**src/rtl/detect_hit_if.sv**
```systemverilog
// vga_if: one VGA pixel-stream beat (raster position, sync, blanking, colour).
//   in  : consumer view, every field is an input
//   out : producer view, every field is an output
interface vga_if;
   logic [11:0] hcount;
   logic [11:0] vcount;
   logic        hsync;
   logic        vsync;
   logic        hblnk;
   logic        vblnk;
   logic [11:0] rgb;

   modport in  (input  hcount, vcount, hsync, vsync, hblnk, vblnk, rgb);
   modport out (output hcount, vcount, hsync, vsync, hblnk, vblnk, rgb);
endinterface

```
**src/rtl/detect_hit.sv**
```systemverilog
// detect_hit: shot resolution stage behind the mouse-cursor overlay.
// A rising edge on the left button latches the mouse position; when the raster
// reaches that visible pixel its colour is compared against KEY_COLOR and a
// one-cycle hit or miss pulse is issued. A shot that never meets its pixel
// resolves as a miss on the second frame start after arming. Clicks are
// ignored until a cooldown of COOLDOWN_FRAMES frame starts has elapsed.
// Ports:
//   clk, rst         pixel clock, synchronous active-high reset
//   x_pos, y_pos     mouse position (pixel clock domain)
//   left             left mouse button level
//   in               upstream VGA stream
//   out              the in stream registered by one cycle
//   hit, miss        one-cycle result pulses
//   hit_count        saturating count of hits
module detect_hit #(
   parameter logic [11:0] KEY_COLOR       = 12'h842,
   parameter int unsigned H_ACTIVE        = 800,
   parameter int unsigned V_ACTIVE        = 600,
   parameter int unsigned COOLDOWN_FRAMES = 2
) (
   input  logic        clk,
   input  logic        rst,
   input  logic [11:0] x_pos,
   input  logic [11:0] y_pos,
   input  logic        left,
   vga_if.in           in,
   vga_if.out          out,
   output logic        hit,
   output logic        miss,
   output logic [7:0]  hit_count
);

   localparam logic [11:0] H_LIM   = 12'(H_ACTIVE);
   localparam logic [11:0] V_LIM   = 12'(V_ACTIVE);
   localparam logic [7:0]  CD_LAST = (COOLDOWN_FRAMES == 0) ? 8'd0 : 8'(COOLDOWN_FRAMES - 1);

   typedef enum logic [2:0] {
      IDLE,
      ARMED,
      RESULT_HIT,
      RESULT_MISS,
      COOLDOWN
   } state_t;

   state_t      state, state_nx;
   logic [7:0]  fc, fc_nx;
   logic [11:0] x_l, x_l_nx;
   logic [11:0] y_l, y_l_nx;
   logic        on_scr, on_scr_nx;
   logic        left_q;
   logic        rst_q;
   logic        click;
   logic        fs;
   logic        at_target;

   // rst_q masks the first cycle after reset so a button held through reset
   // is absorbed into left_q instead of being seen as a fresh press.
   assign click = left & ~left_q & ~rst_q;
   assign fs    = (in.hcount == '0) & (in.vcount == '0);

   // on_scr is redundant with the blanking qualifiers for a well-formed
   // raster, but keeps an off-screen shot from matching a malformed stream.
   assign at_target = on_scr & (in.hcount == x_l) & (in.vcount == y_l) &
                      ~in.hblnk & ~in.vblnk;

   always_ff @(posedge clk) begin
      if (rst) begin
         out.hcount <= '0;
         out.vcount <= '0;
         out.hsync  <= 1'b0;
         out.vsync  <= 1'b0;
         out.hblnk  <= 1'b0;
         out.vblnk  <= 1'b0;
         out.rgb    <= '0;
         left_q     <= 1'b0;
         rst_q      <= 1'b1;
         state      <= IDLE;
         fc         <= '0;
         x_l        <= '0;
         y_l        <= '0;
         on_scr     <= 1'b0;
         hit_count  <= '0;
      end else begin
         out.hcount <= in.hcount;
         out.vcount <= in.vcount;
         out.hsync  <= in.hsync;
         out.vsync  <= in.vsync;
         out.hblnk  <= in.hblnk;
         out.vblnk  <= in.vblnk;
         out.rgb    <= in.rgb;
         left_q     <= left;
         rst_q      <= 1'b0;
         state      <= state_nx;
         fc         <= fc_nx;
         x_l        <= x_l_nx;
         y_l        <= y_l_nx;
         on_scr     <= on_scr_nx;
         if ((state == RESULT_HIT) && (hit_count != '1))
            hit_count <= hit_count + 8'd1;
      end
   end

   always_comb begin
      state_nx  = state;
      fc_nx     = fc;
      x_l_nx    = x_l;
      y_l_nx    = y_l;
      on_scr_nx = on_scr;
      hit       = 1'b0;
      miss      = 1'b0;
      case (state)
         IDLE: begin
            if (click) begin
               x_l_nx    = x_pos;
               y_l_nx    = y_pos;
               on_scr_nx = (x_pos < H_LIM) & (y_pos < V_LIM);
               fc_nx     = '0;
               state_nx  = ARMED;
            end
         end
         ARMED: begin
            if (at_target) begin
               state_nx = (in.rgb == KEY_COLOR) ? RESULT_HIT : RESULT_MISS;
            end else if (fs) begin
               fc_nx = fc + 8'd1;
               if (fc == 8'd1)
                  state_nx = RESULT_MISS;
            end
         end
         RESULT_HIT: begin
            hit      = 1'b1;
            fc_nx    = '0;
            state_nx = COOLDOWN;
         end
         RESULT_MISS: begin
            miss     = 1'b1;
            fc_nx    = '0;
            state_nx = COOLDOWN;
         end
         COOLDOWN: begin
            if (COOLDOWN_FRAMES == 0) begin
               state_nx = IDLE;
            end else if (fs) begin
               fc_nx = fc + 8'd1;
               if (fc == CD_LAST)
                  state_nx = IDLE;
            end
         end
         default: state_nx = IDLE;
      endcase
   end

endmodule

```
**src/flat_wrapper.sv**
```systemverilog
// flat-port wrapper written by rule: the top's interface ports become plain ports
module detect_hit_flat 
#(
   parameter logic [11:0] KEY_COLOR       = 12'h842,
   parameter int unsigned H_ACTIVE        = 800,
   parameter int unsigned V_ACTIVE        = 600,
   parameter int unsigned COOLDOWN_FRAMES = 2
)
  (clk, rst, x_pos, y_pos, left, hit, miss, hit_count, in_hcount, in_vcount, in_hsync, in_vsync, in_hblnk, in_vblnk, in_rgb, out_hcount, out_vcount, out_hsync, out_vsync, out_hblnk, out_vblnk, out_rgb);
  vga_if in_i ();
  vga_if out_i ();
  input  logic clk;
  input  logic rst;
  input  logic [11:0] x_pos;
  input  logic [11:0] y_pos;
  input  logic left;
  output logic hit;
  output logic miss;
  output logic [7:0] hit_count;
  input wire logic [$bits(in_i.hcount)-1:0] in_hcount;
  input wire logic [$bits(in_i.vcount)-1:0] in_vcount;
  input wire logic [$bits(in_i.hsync)-1:0] in_hsync;
  input wire logic [$bits(in_i.vsync)-1:0] in_vsync;
  input wire logic [$bits(in_i.hblnk)-1:0] in_hblnk;
  input wire logic [$bits(in_i.vblnk)-1:0] in_vblnk;
  input wire logic [$bits(in_i.rgb)-1:0] in_rgb;
  output wire logic [$bits(out_i.hcount)-1:0] out_hcount;
  output wire logic [$bits(out_i.vcount)-1:0] out_vcount;
  output wire logic [$bits(out_i.hsync)-1:0] out_hsync;
  output wire logic [$bits(out_i.vsync)-1:0] out_vsync;
  output wire logic [$bits(out_i.hblnk)-1:0] out_hblnk;
  output wire logic [$bits(out_i.vblnk)-1:0] out_vblnk;
  output wire logic [$bits(out_i.rgb)-1:0] out_rgb;
  assign in_i.hcount = in_hcount;
  assign in_i.vcount = in_vcount;
  assign in_i.hsync = in_hsync;
  assign in_i.vsync = in_vsync;
  assign in_i.hblnk = in_hblnk;
  assign in_i.vblnk = in_vblnk;
  assign in_i.rgb = in_rgb;
  assign out_hcount = out_i.hcount;
  assign out_vcount = out_i.vcount;
  assign out_hsync = out_i.hsync;
  assign out_vsync = out_i.vsync;
  assign out_hblnk = out_i.hblnk;
  assign out_vblnk = out_i.vblnk;
  assign out_rgb = out_i.rgb;
  detect_hit #(.KEY_COLOR(KEY_COLOR), .H_ACTIVE(H_ACTIVE), .V_ACTIVE(V_ACTIVE), .COOLDOWN_FRAMES(COOLDOWN_FRAMES)) u_core (.clk(clk), .rst(rst), .x_pos(x_pos), .y_pos(y_pos), .left(left), .in(in_i), .out(out_i), .hit(hit), .miss(miss), .hit_count(hit_count));
endmodule
```
**config.mk**
```make
export PLATFORM = sky130hd
export DESIGN_NAME = detect_hit_flat
export DESIGN_NICKNAME = d
export VERILOG_FILES = /design/src/rtl/detect_hit_if.sv /design/src/rtl/detect_hit.sv /design/src/flat_wrapper.sv
export SDC_FILE = /design/constraint.sdc
export NUM_CORES = 1
export LEC_CHECK = 0
export BUFFER_PORTS_ARGS = -buffer_cell sky130_fd_sc_hd__buf_2
export CAP_MARGIN = 10
export CORE_MARGIN = 5
export CORE_UTILIZATION = 25
export DETAILED_ROUTE_END_ITERATION = 10
export PLACE_DENSITY = 0.46
export SYNTH_ARGS = -nofsm -noshare
export SYNTH_HDL_FRONTEND = slang
export SYNTH_SLANG_ARGS = --single-unit
```
**constraint.sdc**
```tcl
create_clock -name clk -period 1.65 [get_ports clk]
set_input_delay 0.33 -clock clk [delete_from_list [all_inputs] [get_ports clk]]
set_output_delay 0.33 -clock clk [all_outputs]
set_load 0.05 [all_outputs]
```
Yosys cells after proc, flatten, opt, wreduce, memory -nomap -nowiden --
Cells that the tools add are included.
Storage, ports and cells: register bits 86, latch bits 0, bits in writable memories 0, memory bits (read-only) 0, input bits 67, output and inout port bits 50, word-level logic and storage cells 70, memories kept 0
Operators by class: $add $sub $neg 2, $mul 0, divide/modulo/power cells 0, $lt $le $gt $ge 2, eq/ne operators 15, shift-type cells 0, muxes and demuxes 15, bitwise gates (word level) 12, reductions and logical operators 9
Operator list (number):
- $pmux 8 s4 | 1
- $eq 12x12->1 | 2
- $logic_not 12->1 | 2
- $lt 12x10->1 const B | 2
- $mux 8 | 3
- $mux 3 | 6
- $add 8x1->8 const B | 2
- $eq 12x12->1 const B | 1
- $pmux 3 s4 | 1
- $and 1x1->1 | 8
- $eq 8x1->1 const B | 1
- $ne 8x8->1 const B | 1
- $eq 3x2->1 const B | 2
- $ne 2x1->1 const B | 3
- $ne 3x1->1 const B | 2
- $reduce_and 5->1 | 1
- $mux 1 | 4
- $not 1->1 | 4
- $reduce_bool 4->1 | 1
- $eq 3x1->1 const B | 1
- $eq 3x3->1 const B | 1
- $logic_not 3->1 | 1
- $reduce_and 3->1 | 1
- $ne 2x2->1 const B | 1
- 3 further kinds | 3

Depth between registers and ports, before layout --
Gate-level depths: netlist (run 1).
depth in word-level cells 7, depth in mapped cells 7, gate-level depth less buffers 6

Worst setup path after synthesis (run 1) --
OpenSTA, ideal clock, no wires.
kind reg2reg, from register u_core.state[2], to register u_core.hit_count[5], setup time 0.071 ns, data arrival time 2.206 ns, data required time 1.579 ns, slack -0.627 ns, cell stages (with the launch flop) 8, path buffers 1, clock period less this slack 2.277 ns, path through dfxtp_1 buf_4 nand2b_1 nor2_1 o21a_1 nand3_1 or3_1 a21oi_1
Between the ends: cells in the longest elaborated chain, start to end 2
RTL lines:
- start: declaration | RTL line detect_hit.sv:45 | state_t state, state_nx;
- start signal: assignment | RTL line detect_hit.sv:93 | state <= state_nx;
- $eq 3x2->1 | RTL line detect_hit.sv:98 | if ((state == RESULT_HIT) && (hit_count != '1))
- $logic_and 1x1->1 | RTL line detect_hit.sv:98
- end signal: assignment | RTL line detect_hit.sv:99 | hit_count <= hit_count + 8'd1;
- end: declaration | RTL line detect_hit.sv:30 | output logic [7:0] hit_count
No other way between the ends. A chain may end at the register's enable or synchronous reset.

Worst setup path in the final report (run 1) --
from register u_core.y_l[4], to register u_core.fc[1]
Between the ends: cells in the longest elaborated chain, start to end 6
RTL lines:
- start: declaration | RTL line detect_hit.sv:48 | logic [11:0] y_l, y_l_nx;
- start signal: assignment | RTL line detect_hit.sv:96 | y_l <= y_l_nx;
- $eq 12x12->1 | RTL line detect_hit.sv:63 | assign at_target = on_scr & (in.hcount == x_l) & (in.vcount == y_l) &
- $and 1x1->1 (2 in a row) | RTL line detect_hit.sv:63
- $and 1x1->1 | RTL line detect_hit.sv:64 | ~in.hblnk & ~in.vblnk;
- $ne 2x2->1 (no source line)
- $reduce_and 3->1 (no source line)
- end signal: assignment | RTL line detect_hit.sv:94 | fc <= fc_nx;
- end: declaration | RTL line detect_hit.sv:46 | logic [7:0] fc, fc_nx;
No other way between the ends.

==> results of run 1 <==
-- metal layers --
| metal | global-route usage, % | up-vias | part of all wire (%) | wire [µm] |
|---|---|---|---|---|
| met5 | 0 | - | 0 | 0 |
| met4 | 5.49 | 0 | 1.8 | 178 |
| met3 | 3.78 | 11 | 6.6 | 646 |
| met2 | 18.4 | 86 | 43 | 4160 |
| met1 | 16.4 | 1383 | 49 | 4790 |
| li1 | - | 1548 | - | - |
-- timing repair --
action | CTS | global route
resized for setup | 9 | 14
setup buffers | 2 | 0
gates cloned | 0 | 0
setup endpoints to repair | 12 | 18
pin swaps | 12 | 3
-- worst max path at each step --
stage,slack [ns],depth (start not counted),end
4_1_cts,-0.22,7,u_core.fc[1]
3_5_place_dp,-0.63,8,u_core.fc[0]
5_1_grt,-0.32,7,u_core.fc[1]
6_report,-0.23,7,u_core.fc[1]
3_3_place_gp,-0.60,8,u_core.fc[0]
2_1_floorplan,-0.08,7,u_core.hit_count[5]
-- power groups by stage --
stage | Combinational (mW) | Sequential [mW] | Clock [mW]
CTS | 0.658 | 2.20 | 1.93
finish | 0.659 | 2.20 | 1.85
global placement | 0.651 | 2.24 | 0
global route | 0.714 | 2.21 | 2.02
floorplan | 0.204 | 2.42 | 0
detailed placement | 0.653 | 2.25 | 0
-- synthesized netlist by cell type, drive strengths merged --
cell,number
a21oi,37
a31o,1
a31oi,1
and2,2
and3,3
and4,1
buf,6
clkbuf,9
dfxtp,86
ha,3
inv,2
mux2i,7
nand2,65
nand2b,1
nand3,9
nand4,7
nor2,16
nor2b,43
nor3,2
nor3b,1
nor4,15
nor4b,3
o21a,2
o21ai,6
o311ai,1
o31ai,1
o41a,1
o41ai,1
or3,9
or4b,1
xnor2,5
xor2,23
-- metrics by stage --
stage | util, % | std cells
2_1_floorplan | - | 370
3_3_place_gp | 33.4 | 679
3_5_place_dp | 33.4 | 679
4_1_cts | 35.6 | 697
5_1_grt | 36.0 | 697
6_report | 36.0 | 697
-- cells by family (layout without fill, tap and decap cells) --
logic type | Yosys count | count (layout)
xor gates and xnor gates | 28 | 28
AOI/OAI and AO/OA | 51 | 51
adders and majority gates | 3 | 3
DFF | 86 | 86
and+or+nand+nor | 178 | 178
buffers and inverters | 17 | 168
muxes | 7 | 7
-- final cells by class --
| type | count | area [µm²] |
|---|---|---|
| fill | 1402 | 8540 |
| sequential | 86 | 1740 |
| multi-input combinational | 267 | 1720 |
| timing repair buffer | 150 | 865 |
| clock buffer | 15 | 258 |
| tap | 176 | 220 |
| inverter | 2 | 7.51 |
| clock inverter | 1 | 5.00 |
-- state kept, by name (all words and copies together) (netlist names) --
register / count
u_core.out.vblnk: 1
u_core.out.hsync: 1
u_core.out.hblnk: 1
u_core.left_q: 1
u_core.hit_count: 8
u_core.state: 3
u_core.x_l: 12
u_core.rst_q: 1
u_core.on_scr: 1
u_core.fc: 8
u_core.y_l: 12
u_core.out.hcount: 12
u_core.out.vsync: 1
u_core.out.rgb: 12
u_core.out.vcount: 12
-- critical path, stage by stage, from the launching register on --
cell	delay, ns
dfxtp_2	0.32
xor2_1	0.16
nor4_2	0.35
nand2_2	0.15
o41ai_4	0.37
buf_6	0.18
nand3_2	0.06
and3_1	0.19
==> flow_metrics.tcl, run 1 <==
set metrics [dict create \
    status "complete, but fails checks" \
    violations "setup timing" \
    startpoint_type "flip-flop" \
    hold_viol_final 0 \
    grt_usage_pct 12.3 \
    p_int_mw 3.46 \
    grt.overflow.total 0 \
    synth_area_leaders "dfxtp_1 50%, nor2b_1 7.9%, nand2_1 7.1%" \
    cp.required_ns 1.88 \
    drive_gt1_share_pct 39.3 \
    yosys.area_share.simple_pct 28.2 \
    post_dp_cell_area_um2 4450 \
    setup-tns-final_ns -1.69 \
    end_kind "flip-flop" \
    cts_max_level 3 \
    tightest_slew_ns 0.514 \
    hold_path_end "u_core.out.vsync" \
    combPwrFrac_pct 14.0 \
    final_cell_mix "114 x buf_2, 74 x dfxtp_1, 62 x nand2_1" \
    synth_top_cell_area_share_pct 50.4 \
    r2r_end "u_core.fc[1]" \
    routed_via_density 4.34 \
    vias 3028 \
    hold_depth 2 \
    drt_iter0_drc 167 \
    pwr-share-clk_pct 39.3 \
    drt_wl_total_mm 9.77 \
    final_area_um2 4810 \
    gp_congestion 0.780 \
    synth_fa_ha_area_share_pct 1.10 \
    slew_headroom_pct 65.3 \
    hold_start "in_vsync" \
    dp_slack_ns -0.634 \
    rows 42 \
    die_w_um 127 \
    cts_buffers 9 \
    synth_top_family_by_area "simple AND/OR/NAND/NOR gates" \
    hold_class "in -> reg" \
    fp.dieArea_um2 16100 \
    max_freq_mhz 531 \
    synth-xor-area-share_pct 7.18 \
    pin_count 117 \
    grt_pass1_wl_mm 15.6 \
    syn-cell-area_um2 3420 \
    avgSynthCellArea_um2 9.24 \
    die_h_um 127 \
    synth_mux_area_share_pct 2.05 \
    skew_ns 0.00648 \
    min_period_ns 1.88 \
    hpwl_mm 7.54 \
    finalPower_mw 4.71 \
    initial_core_util_pct 25.6 \
    drv_slew 0 \
    setup_viol_count_final 10 \
    drt_pass1_iterations 4 \
    netlist_instances 370 \
    worstPathMaxFanout 8 \
    clk_pin_slew_worst_paths_ns 0.06 \
    crit_start "u_core.y_l[4]" \
    synth_fp_nets 440 \
    routedWlPerCell_um 14.0 \
    rr_startpoint "u_core.y_l[4]" \
    grt_pass1_vias 3094 \
    nets 586 \
    cts_tree "done" \
    switchingPower_mw 1.25 \
    area_delta_synth_final_pct 40.8 \
    ctsHoldBuffers 0 \
    p_sw_share_pct 26.5 \
    critical_path_class "reg -> reg" \
    ir_drop_v 0.000403 \
    r2r.worst_path.cells 7 \
    synth_compound_gate_area_share_pct 8.97 \
    cts_root_buf "clkbuf_16" \
    diodes 0 \
    ys_warn_count 0 \
    crit_arrival_ns 2.11 \
    fin_crit_sh_pct 114 \
    final_common_cell "buf_2" \
    core_area_um2 13300 \
    p_leak_nw 2.04 \
    timing.hold.ws_ns 0.210 \
    grt_max_degree 55 \
    insertion_delay_ns 0.34 \
    cts_sinks 86 \
    yosysSeqAreaShare_pct 50.4 \
    drcViolationCount 0 \
    p_per_area_nw_per_um2 979 \
    rsz0062_at_grt "true" \
    ant_nets 0 \
    pwr-share-seq_pct 46.7 \
    r2r_setup_slack_ns -0.23 \
    fin_ws_ns -0.234 \
    antenna_found_initial 0 \
    yosys.cell_types.count 40 \
    synth_top_area_cell "dfxtp_1" \
    cap_violations 0 \
    yosys_register_bits 86 \
    cts_buffer_depth 2 \
    numPortBuffers 116 \
]
No activity file was read; power rests on OpenSTA's default activity.
==> run 2, diff against run 1 <==
Settings changed: CORE_UTILIZATION 25 to 45, CTS_BUF_LIST set to sky130_fd_sc_hd__clkbuf_4, PLACE_DENSITY 0.46 to 0.75, SKIP_LAST_GASP set to 1.
==> run 2 against run 1 <==
Compared with the run above:
- the flow still finishes with violations (setup timing)
- utilization up 25 points
- sequential power about the same
- count of clock-buffer cells in the layout down 6
- combinational power down 4.4%
- final area down 6.4%
- critical endpoint unchanged
- register-to-register slack better by 0.02 ns
- die area down 41%
- hold slack worse by 0.11 ns
- maximum frequency up 1.2%
- critical path depth unchanged
- clock skew up 0.010 ns
==> flow_metrics.tcl, run 2 (synthesis results as in run 1) <==
set metrics [dict create \
    status "complete, but fails checks" \
    violations "setup timing" \
    gr-usage-met2_pct 28.8 \
    initial_core_util_pct 46.6 \
    critical_path_class "reg -> reg" \
    p_sw_share_pct 30.9 \
    drt_pass1_iterations 4 \
    rsz0062_at_grt "true" \
    p_per_area_nw_per_um2 873 \
    rr_startpoint "u_core.y_l[1]" \
    final_cell_mix "114 x buf_2, 73 x dfxtp_1, 64 x nand2_1" \
    switchingPower_mw 1.22 \
    cts_max_level 3 \
    drcViolationCount 0 \
    r2r.worst_path.cells 7 \
    vias 3017 \
    grt_usage_pct 18.4 \
    drv_slew 0 \
    final_cells 610 \
    grt_pass1_wl_mm 14.4 \
    numPortBuffers 116 \
    hold_depth 2 \
    hold_viol_final 0 \
    gp_congestion 0.821 \
    insertion_delay_ns 0.44 \
    r2r_end "u_core.fc[1]" \
    final_common_cell "buf_2" \
    ir_drop_v 0.000529 \
    post_dp_cell_area_um2 4270 \
    hold_start "in_vsync" \
    cts_buffers 9 \
    busiest_layer "met2" \
    startpoint_type "flip-flop" \
    grt_pass1_vias 3069 \
    crit_arrival_ns 2.20 \
    fin_ws_ns -0.211 \
    grt_max_degree 43 \
    cp.required_ns 1.99 \
    fin_crit_sh_pct 113 \
    ctsHoldBuffers 0 \
    routedWlPerCell_um 14.2 \
    hpwl_mm 6.58 \
    final_area_um2 4500 \
    area_delta_synth_final_pct 31.8 \
    final_util_pct 61.4 \
    rows 31 \
    drive_gt1_share_pct 39.7 \
    drt_iter0_drc 151 \
    hold_class "in -> reg" \
    diodes 0 \
    pwr-share-clk_pct 27.9 \
    cts_sinks 86 \
    die_h_um 97.1 \
    min_period_ns 1.86 \
    use_met3_pct 5.67 \
    met1_usage_pct 24.0 \
    combPwrFrac_pct 16.0 \
    dp_slack_ns -0.568 \
    cap_violations 0 \
    routed_via_density 4.95 \
    grt.overflow.total 0 \
    drt_wl_total_mm 8.64 \
    ant_nets 0 \
    worstPathMaxFanout 8 \
    cts_tree "done" \
    core_area_um2 7330 \
    nets 576 \
    crit_start "u_core.y_l[1]" \
    p_int_mw 2.71 \
    placedCellCount 591 \
    p_leak_nw 1.92 \
    pin_count 117 \
    setup_viol_count_final 10 \
    hold_path_end "u_core.out.vsync" \
    max_freq_mhz 537 \
    end_kind "flip-flop" \
    cts_buffer_depth 2 \
    tightest_slew_ns 0.621 \
    pwr-share-seq_pct 56.0 \
    r2r_setup_slack_ns -0.21 \
    antenna_found_initial 0 \
    skew_ns 0.0166 \
    slew_headroom_pct 58.5 \
    fp.dieArea_um2 9440 \
    clk_pin_slew_worst_paths_ns 0.16 \
    cts_root_buf "clkbuf_4" \
    die_w_um 97.1 \
]
## run 2: cell type report
type / count / area (µm²)
multi-input combinational: 267 / 1720
timing repair buffer: 140 / 786
inverter: 2 / 7.51
clock inverter: 7 / 55.1
sequential: 86 / 1740
tap: 99 / 124
fill: 637 / 2830
clock buffer: 9 / 67.6
## run 2: worst max path at each step
stage,endpoint,slack (ns),cells past startpoint
6_report,u_core.fc[1],-0.21,7
2_1_floorplan,u_core.hit_count[5],-0.08,7
4_1_cts,u_core.fc[1],-0.23,8
5_1_grt,u_core.fc[0],-0.32,8
3_5_place_dp,u_core.fc[0],-0.57,8
3_3_place_gp,u_core.fc[0],-0.49,8
## run 2: layer usage
| layer | wire length, µm | up-vias | share of wire [%] |
|---|---|---|---|
| met4 | 77 | 0 | 0.89 |
| met3 | 663 | 9 | 7.7 |
| met1 | 3950 | 1382 | 46 |
| met5 | 0 | - | 0 |
| li1 | - | 1534 | - |
| met2 | 3950 | 92 | 46 |
## run 2: repair_timing
item | CTS | global route
hold endpoints to repair | 0 | 0
setup endpoints to repair | 15 | 14
pin swaps | 6 | 4
setup buffers | 2 | 1
gates resized for setup | 14 | 11
## run 2: power by group through the flow
stage / clock [mW] / combinational, mW / sequential [mW]
5_1_grt: 1.23 / 0.675 / 2.21
3_3_place_gp: 0 / 0.614 / 2.24
3_5_place_dp: 0 / 0.621 / 2.25
4_1_cts: 1.13 / 0.627 / 2.20
6_report: 1.10 / 0.630 / 2.20
2_1_floorplan: 0 / 0.204 / 2.42
## run 2: worst max-delay path, stage by stage (launching register included)
cell     delay, ns
dfxtp_1       0.36
xor2_1        0.17
nor4_2        0.26
nand2_1       0.16
o41ai_4       0.35
buf_6         0.19
nand3_2       0.07
and3_1        0.19
## run 2: per-stage QoR
step,setup TNS [ns],hold slack (ns),power [mW]
floorplan,-0.509,0.358,2.63
global placement,-4.28,0.453,2.86
detailed placement,-4.81,0.461,2.87
CTS,-1.67,0.0851,3.96
global route,-2.54,0.0760,4.12
finish,-1.49,0.0993,3.93
==> run 3, diff against run 2 <==
--- a/config.mk
+++ b/config.mk
@@ -10,6 +10,7 @@
 export CORE_MARGIN = 5
-export CORE_UTILIZATION = 45
+export CORE_UTILIZATION = 40
 export CTS_BUF_LIST = sky130_fd_sc_hd__clkbuf_4
 export DETAILED_ROUTE_END_ITERATION = 10
-export PLACE_DENSITY = 0.75
+export MAX_ROUTING_LAYER = met4
+export PLACE_DENSITY = 0.68
 export SKIP_LAST_GASP = 1
--- a/constraint.sdc
+++ b/constraint.sdc
@@ -3,2 +3,2 @@
 set_output_delay 0.33 -clock clk [all_outputs]
-set_load 0.05 [all_outputs]
+set_load 0.02 [all_outputs]
==> run 3 against run 2 <==
Compared with the run above:
- the run still ends with setup timing left
- register-to-register slack lost 0.05 ns
- first-iteration DRC count shrank 30%
- largest power group unchanged
- clock power grew 35%
- power grew 6.6%
- clock skew shrank 0.0045 ns
- wire length grew 1.1%
- sequential power is essentially flat
==> flow_metrics.tcl, run 3 (synthesis results as in run 1) <==
set metrics [dict create \
    die_h_um 102 \
    cp_slowest_stage_delay_ns 0.38 \
    cap_violations 0 \
    violations "setup timing" \
    critical_path_class "reg -> reg" \
    worstPathMaxFanout 8 \
    cp_top_family "simple AND/OR/NAND/NOR gates" \
    cts_buffer_depth 2 \
    grt.overflow.total 0 \
    fp.dieArea_um2 10500 \
    vias 3036 \
    cp.required_ns 1.98 \
    grt_pass1_wl_mm 13.8 \
    drt_wl_total_mm 8.73 \
    diodes 0 \
    initial_core_util_pct 41.4 \
    combPwrFrac_pct 12.1 \
    pin_count 117 \
    critical_path_depth 7 \
    hold_viol_final 0 \
    cts_sinks 86 \
    dp_slack_ns -0.615 \
    hpwl_mm 6.83 \
    numPortBuffers 116 \
    min_period_ns 1.91 \
    skew_ns 0.0120 \
    cts_root_buf "clkbuf_4" \
    critPathBufInv 1 \
    p_leak_nw 1.93 \
    final_common_cell "buf_2" \
    drt_pass1_iterations 7 \
    crit_chain "xor2_2, nor4_2, nand4_1, o41ai_4, buf_6, nand3_2, and3_4" \
    pwr-share-clk_pct 35.4 \
    die_w_um 102 \
    rows 33 \
    ant_nets 0 \
    r2r_setup_slack_ns -0.26 \
    routed_via_density 4.95 \
    insertion_delay_ns 0.43 \
    p_int_mw 3.16 \
    drive_gt1_share_pct 35.8 \
    core_area_um2 8260 \
    startpoint_type "flip-flop" \
    cts_buffers 9 \
    final_cell_mix "115 x buf_2, 82 x dfxtp_1, 64 x nand2_1" \
    grt_max_degree 42 \
    p_per_area_nw_per_um2 933 \
    end_kind "flip-flop" \
    r2r.worst_path.cells 7 \
    slew_headroom_pct 63.8 \
    status "complete, but fails checks" \
    ir_drop_v 0.000436 \
    hold_class "in -> reg" \
    hold_depth 2 \
    routedWlPerCell_um 14.2 \
    cts_max_level 3 \
    gp_congestion 0.847 \
    area_delta_synth_final_pct 31.4 \
    rsz0062_at_grt "true" \
    fin_ws_ns -0.264 \
    drt_iter0_drc 106 \
    post_dp_cell_area_um2 4230 \
    grt_usage_pct 17.4 \
    clk_pin_slew_worst_paths_ns 0.14 \
    crit_arrival_ns 2.24 \
    pwr-share-seq_pct 52.5 \
    grt_pass1_vias 2987 \
    p_sw_share_pct 24.6 \
    antenna_found_initial 0 \
    tightest_slew_ns 0.540 \
    fin_crit_sh_pct 116 \
    final_area_um2 4490 \
    drcViolationCount 0 \
    switchingPower_mw 1.03 \
    setup_viol_count_final 10 \
    max_freq_mhz 523 \
    cpMaxStageDelayCell "o41ai_4" \
    cts_tree "done" \
    nets 573 \
    drv_slew 0 \
]
==> run 3: changes by cell type in the layout (fill, tap and decap cells not counted), sizes merged <==
| cell | before | now |
|---|---|---|
| inv | 6 | 2 |
| bufinv | 0 | 3 |
| clkbuf | 9 | 10 |
| buf | 140 | 137 |
==> run 3: routing by layer <==
metal | vias up | GRT usage [%] | part of all wire, %
met5 | - | - | 0
met4 | 0 | 5.15 | 1.2
met3 | 8 | 5.26 | 8.0
met2 | 90 | 27.4 | 46
met1 | 1414 | 21.4 | 45
li1 | 1524 | - | -
==> run 3: area by class of cell <==
| type | count | area [µm²] |
|---|---|---|
| sequential | 86 | 1730 |
| fill | 785 | 3770 |
| clock inverter | 6 | 110 |
| clock buffer | 10 | 75.1 |
| inverter | 2 | 7.51 |
| tap | 105 | 131 |
| multi-input combinational | 267 | 1690 |
| timing repair buffer | 137 | 744 |
==> run 3: path summary, 6_finish.rpt <==
| kind | startpoint | to |
|---|---|---|
| setup / recovery | u_core.x_l[1] | u_core.fc[1] |
| hold / removal | in_hsync | u_core.out.hsync |
| setup reg to reg | u_core.x_l[1] | u_core.fc[1] |
| hold reg to reg | u_core.on_scr | u_core.on_scr |
==> run 3: power by group through the flow <==
stage                     Sequential (mW)  Clock, mW  Combinational [mW]
after floorplan                      2.31          0               0.205
after global placement               2.24          0               0.492
after detailed placement             2.24          0               0.500
after CTS                            2.20       1.53               0.503
after global routing                 2.21       1.62               0.552
final                                2.20       1.48               0.506
==> run 3: per-stage QoR <==
step	instances	util [%]	TNS (ns)	hold slack [ns]	total power [mW]
after floorplan	370	-	-0.373	0.358	2.51
after global placement	595	51.2	-4.34	0.455	2.73
after detailed placement	595	51.2	-5.10	0.458	2.74
after CTS	613	53.8	-2.35	0.0838	4.23
after global routing	613	54.4	-3.35	0.0906	4.38
final	613	54.4	-2.10	0.103	4.19
==> run 3: timing repair <==
action,in CTS,in global routing
setup endpoints to repair,12,33
pin swaps,7,3
gates resized for setup,4,11
setup buffers,2,0
hold buffers,0,0
==> run 3: worst register-to-register path: cells and delay by family, from the launching register on <==
kind	cells	cell delay, ns
compound gates	1	0.38
buf+inv	1	0.18
flops	1	0.36
simple gates	4	0.76
xor+xnor	1	0.14
